<file path="src/rtl/layer0_input_packer.sv">
// layer0_input_packer: collects NUM_FEAT serial FEAT_W-bit features into one packed
// layer-0 input vector. Feature 0 lands in the LSBs. The next vector can be
// collected while the previous one is held on m_data.
// Optional framing checks on s_last are built in when LAYER0_PACK_FRAME_CHK_EN is defined;
// otherwise s_last is ignored and err is tied low.
module layer0_input_packer #(
  parameter int unsigned FEAT_W   = 2,
  parameter int unsigned NUM_FEAT = 32
) (
  input  logic                       clk,
  input  logic                       rst,
  input  logic [FEAT_W-1:0]          s_data,
  input  logic                       s_valid,
  output logic                       s_ready,
  input  logic                       s_last,
  output logic [FEAT_W*NUM_FEAT-1:0] m_data,
  output logic                       m_valid,
  input  logic                       m_ready,
  output logic                       err
);

  localparam int unsigned IdxW = $clog2(NUM_FEAT);
  localparam int unsigned VecW = FEAT_W * NUM_FEAT;

  logic [IdxW-1:0] idx_q, idx_d;
  logic [VecW-1:0] shadow_q, shadow_d;
  logic [VecW-1:0] m_data_q, m_data_d;
  logic            m_valid_q, m_valid_d;
  logic            last_slot;
  logic            accept;
  logic            early_err;
  logic            final_err;

  // The final beat can only be taken when the output register is free or draining.
  always_comb begin
    last_slot = (idx_q == IdxW'(NUM_FEAT - 1));
    s_ready   = !last_slot || !m_valid_q || m_ready;
    accept    = s_valid && s_ready;
  end

`ifdef LAYER0_PACK_FRAME_CHK_EN
  logic err_q;

  assign early_err = accept && s_last && !last_slot;
  assign final_err = accept && !s_last && last_slot;
  assign err       = err_q;

  // One-cycle framing-error pulse.
  always_ff @(posedge clk or posedge rst) begin
    if (rst) begin
      err_q <= 1'b0;
    end else begin
      err_q <= early_err || final_err;
    end
  end
`else
  logic unused_s_last;

  assign unused_s_last = s_last;
  assign early_err     = 1'b0;
  assign final_err     = 1'b0;
  assign err           = 1'b0;
`endif

  // Next-state: fill shadow, publish on the final beat, drain on m_ready.
  always_comb begin
    idx_d     = idx_q;
    shadow_d  = shadow_q;
    m_data_d  = m_data_q;
    m_valid_d = m_valid_q;

    if (m_valid_q && m_ready) begin
      m_valid_d = 1'b0;
    end

    if (accept) begin
      if (early_err || final_err) begin
        // Drop the partial vector; stale shadow bits are overwritten before reuse.
        idx_d = '0;
      end else if (last_slot) begin
        m_data_d                      = shadow_q;
        m_data_d[VecW-1 -: FEAT_W]    = s_data;
        m_valid_d                     = 1'b1;
        idx_d                         = '0;
      end else begin
        shadow_d[int'(idx_q)*FEAT_W +: FEAT_W] = s_data;
        idx_d                                  = idx_q + IdxW'(1);
      end
    end
  end

  // State registers with asynchronous active-high reset.
  always_ff @(posedge clk or posedge rst) begin
    if (rst) begin
      idx_q     <= '0;
      shadow_q  <= '0;
      m_data_q  <= '0;
      m_valid_q <= 1'b0;
    end else begin
      idx_q     <= idx_d;
      shadow_q  <= shadow_d;
      m_data_q  <= m_data_d;
      m_valid_q <= m_valid_d;
    end
  end

  assign m_data  = m_data_q;
  assign m_valid = m_valid_q;

endmodule
</file>
<file path="config.mk">
export PLATFORM = sky130hd
export DESIGN_NAME = layer0_input_packer
export DESIGN_NICKNAME = d
export VERILOG_FILES = /design/src/rtl/layer0_input_packer.sv
export SDC_FILE = /design/constraint.sdc
export NUM_CORES = 1
export LEC_CHECK = 0
export ABC_AREA = 1
export CAP_MARGIN = 20
export CORE_MARGIN = 1.5
export CORE_UTILIZATION = 55
export DETAILED_ROUTE_END_ITERATION = 10
export GPL_ROUTABILITY_DRIVEN = 0
export PLACE_DENSITY_LB_ADDON = 0.1
export SKIP_CTS_REPAIR_TIMING = 1
export SLEW_MARGIN = 5
export SYNTH_ARGS = -nofsm -noshare
export SYNTH_HDL_FRONTEND = slang
export SYNTH_SLANG_ARGS = --single-unit
export TNS_END_PERCENT = 50
</file>
<file path="constraint.sdc">
create_clock -name clk -period 5.1 [get_ports clk]
set_input_delay 0.51 -clock clk [delete_from_list [all_inputs] [get_ports clk]]
set_output_delay 0.51 -clock clk [all_outputs]
set_load 0.01 [all_outputs]
</file>
==> metrics.txt <==
status complete, no violations; Worst Setup SP idx_q[0]; Starting Density 56.2%; Crit Path Class reg2reg; Slew headroom 36.6%; f_max 0.337 GHz; vias in the first global route 4722; mean post-synth cell area 8.29 um2; drt via density 5.31; final setup fails 0; CTS max path bufs 2; Reg power frac 40.6%; Sw Ratio 33.9%; Design Power 3210 uW; FP Rows 37; design area 7090 um2; DRC errors left 0; CTS tree done; worst-path fanout max 14; kind of end point of the critical path flip-flop; asr flop ratio synth 100%; leakage power 0.00368 uW; # Max-Cap Violations 0; dpl hpwl 9030 um; startpoint types flip-flop; Worst Setup EP shadow_q[23]; Worst Skew 0.00874 ns; setup slack, reg-to-reg 2.13 ns; Cell Area, Synth 5780 um2; Worst R2R End shadow_q[23]; initial antenna violation count 0; P_int 2120 uW; Die Span X 105 um; die span in y 105 um; H-tree levels 4; RSZ-0062 raised after global routing false; Worst-Margin Slew 0.951 ns; Seq/Total Area, Yosys 57.2%; Vias 4818; Distinct cells, synth 29; most frequent cells in the layout nand2_1 (352), dfrtp_1 (132), clkdlybuf4s50_1 (71); post-route insts no fill 908; CP arrival 3.42 ns; commonest non-fill, non-tap cell in the layout nand2_1; synth warn 0; syn nets 708; Clock power frac 35.5%; placed instance area 6530 um2; Combinational Power Share 23.9%; core box area 10300 um2; Starting DRT DRC Count 363; most frequently used flop master after synthesis dfrtp_1; ratio of cells with drive above 1 in the final layout 8.16%; fin crit share 58.3%; Setup WS post-layout 2.13 ns; Cells after DPL 879; minimum clock period 2.97 ns; Final Routed Wirelength 13400 um; grt ovf 0; FF+latch area 3300 um2; CTS sink count 132; worst reg2reg path startpoint idx_q[0]; 1st-pass router iterations 6; Fin. Hold Viols 0; Root Buffer clkbuf_8; Nets 773; n_diodes 0; cells on worst reg2reg path 11; Total Routing Usage GR 26.2%; first-pass GRT wire length 22800 um; Ports 74; HP Class reg2reg; DR WL/cell 14.7 um; largest net degree at the start of global routing 74; insertion delay to the later sink of the worst-skew pair 0.52 ns; Num CTS Buffers 17; post-route antenna net violation count 0; EDFF count, synth 0; final count of pins violating max slew 0; fill cell total of the finished layout 843; CP Data Required Time 5.55 ns; die area 11100 um2; area occupied by multi-input gates 2200 um2; clock-pin slew on the worst setup and hold paths 0.06 ns; pre-CTS WS 2.22 ns; port bufs 71; Area growth syn-to-layout 22.7%; post-route setup TNS 0 ns; Net Switching 1090 uW; synthesis-stage register bit count 132; worst vdd ir 0.248 mV; post-synthesis cell count 697; Power Density 454 nW/um2
-- cells in the mapped netlist (3+ instances only) --
library cell	count	area share, %
nand3_2	4	0.69
nor2_2	11	1.2
buf_4	7	0.91
dfrtp_1	132	57
buf_2	17	1.5
inv_2	8	0.52
nor2_1	46	3.0
nand4_1	33	3.6
o21ai_0	12	1.0
clkbuf_1	3	0.19
nand2_1	353	23
nor3_1	6	0.52
nand3_1	12	1.0
ha_1	4	0.87
o21ai_1	6	0.52
a21oi_1	7	0.61
inv_1	21	1.4
-- cell type report --
class / instances / area share [%]
clock buffer: 26 / 7.31
tap: 136 / 2.40
clock inverter: 3 / 0.600
sequential: 132 / 46.6
multi-input combinational: 507 / 31.1
timing repair buffer: 74 / 10.3
inverter: 30 / 1.66
-- power groups by stage --
stage | Clock (uW) | Combinational [uW] | Sequential, uW
floorplan | 0 | 587 | 1290
global placement | 0 | 729 | 1310
detailed placement | 0 | 747 | 1320
CTS | 1160 | 754 | 1300
global route | 1210 | 845 | 1320
finish | 1140 | 768 | 1310
-- cells by family (layout without fill, tap and decap cells) --
| kind of cell | count (synthesis) | count (layout) | synth area share, % |
|---|---|---|---|
| AOI/OAI and AO/OA | 27 | 27 | 2.45 |
| adders and majority gates | 4 | 4 | 0.866 |
| buffers and inverters | 58 | 133 | 4.77 |
| DFF | 132 | 132 | 57.2 |
| other | 1 | 1 | 0.0649 |
| and+or+nand+nor | 475 | 475 | 34.7 |
-- metrics by stage --
stage | hold slack [ns] | utilization [%]
2_1_floorplan | 0.442 | -
3_3_place_gp | 0.456 | 63.5
3_5_place_dp | 0.460 | 63.5
4_1_cts | 0.473 | 68.9
5_1_grt | 0.490 | 68.9
6_report | 0.469 | 68.9
-- sequential cells by signal, summed over array words and instances, names as in the netlist --
name,count
idx_q,5
m_data,64
m_valid,1
shadow_q,62
-- metal layers --
layer | part of all wire, % | vias to the layer above | global-route usage, %
li1 | - | 2331 | -
met1 | 45 | 2281 | 36.1
met4 | 2.4 | 0 | 11.5
met5 | 0 | - | 0
met3 | 5.2 | 32 | 5.69
met2 | 47 | 174 | 40.3
-- worst min path at each step --
stage                            start         end  slack [ns]  cells past startpoint
after floorplan            shadow_q[0]   m_data[0]        0.44                      2
after global placement     shadow_q[1]   m_data[1]        0.46                      2
after detailed placement  shadow_q[47]  m_data[47]        0.46                      2
after CTS                  shadow_q[1]   m_data[1]        0.47                      2
after global routing      shadow_q[49]  m_data[49]        0.49                      2
final                      shadow_q[1]   m_data[1]        0.47                      2
-- worst max-delay path, cell delays in order, from the launching register on --
cell and delay, ns:
dfrtp_1 0.60, inv_2 0.14, ha_1 0.24, nand2_1 0.11
nor2_1 0.05, ha_1 0.50, nand3_2 0.28, nor2_2 0.51
inv_1 0.15, nor2_1 0.19, nand2_1 0.07, nand2_1 0.06
Power figures use the tool's default switching activity.
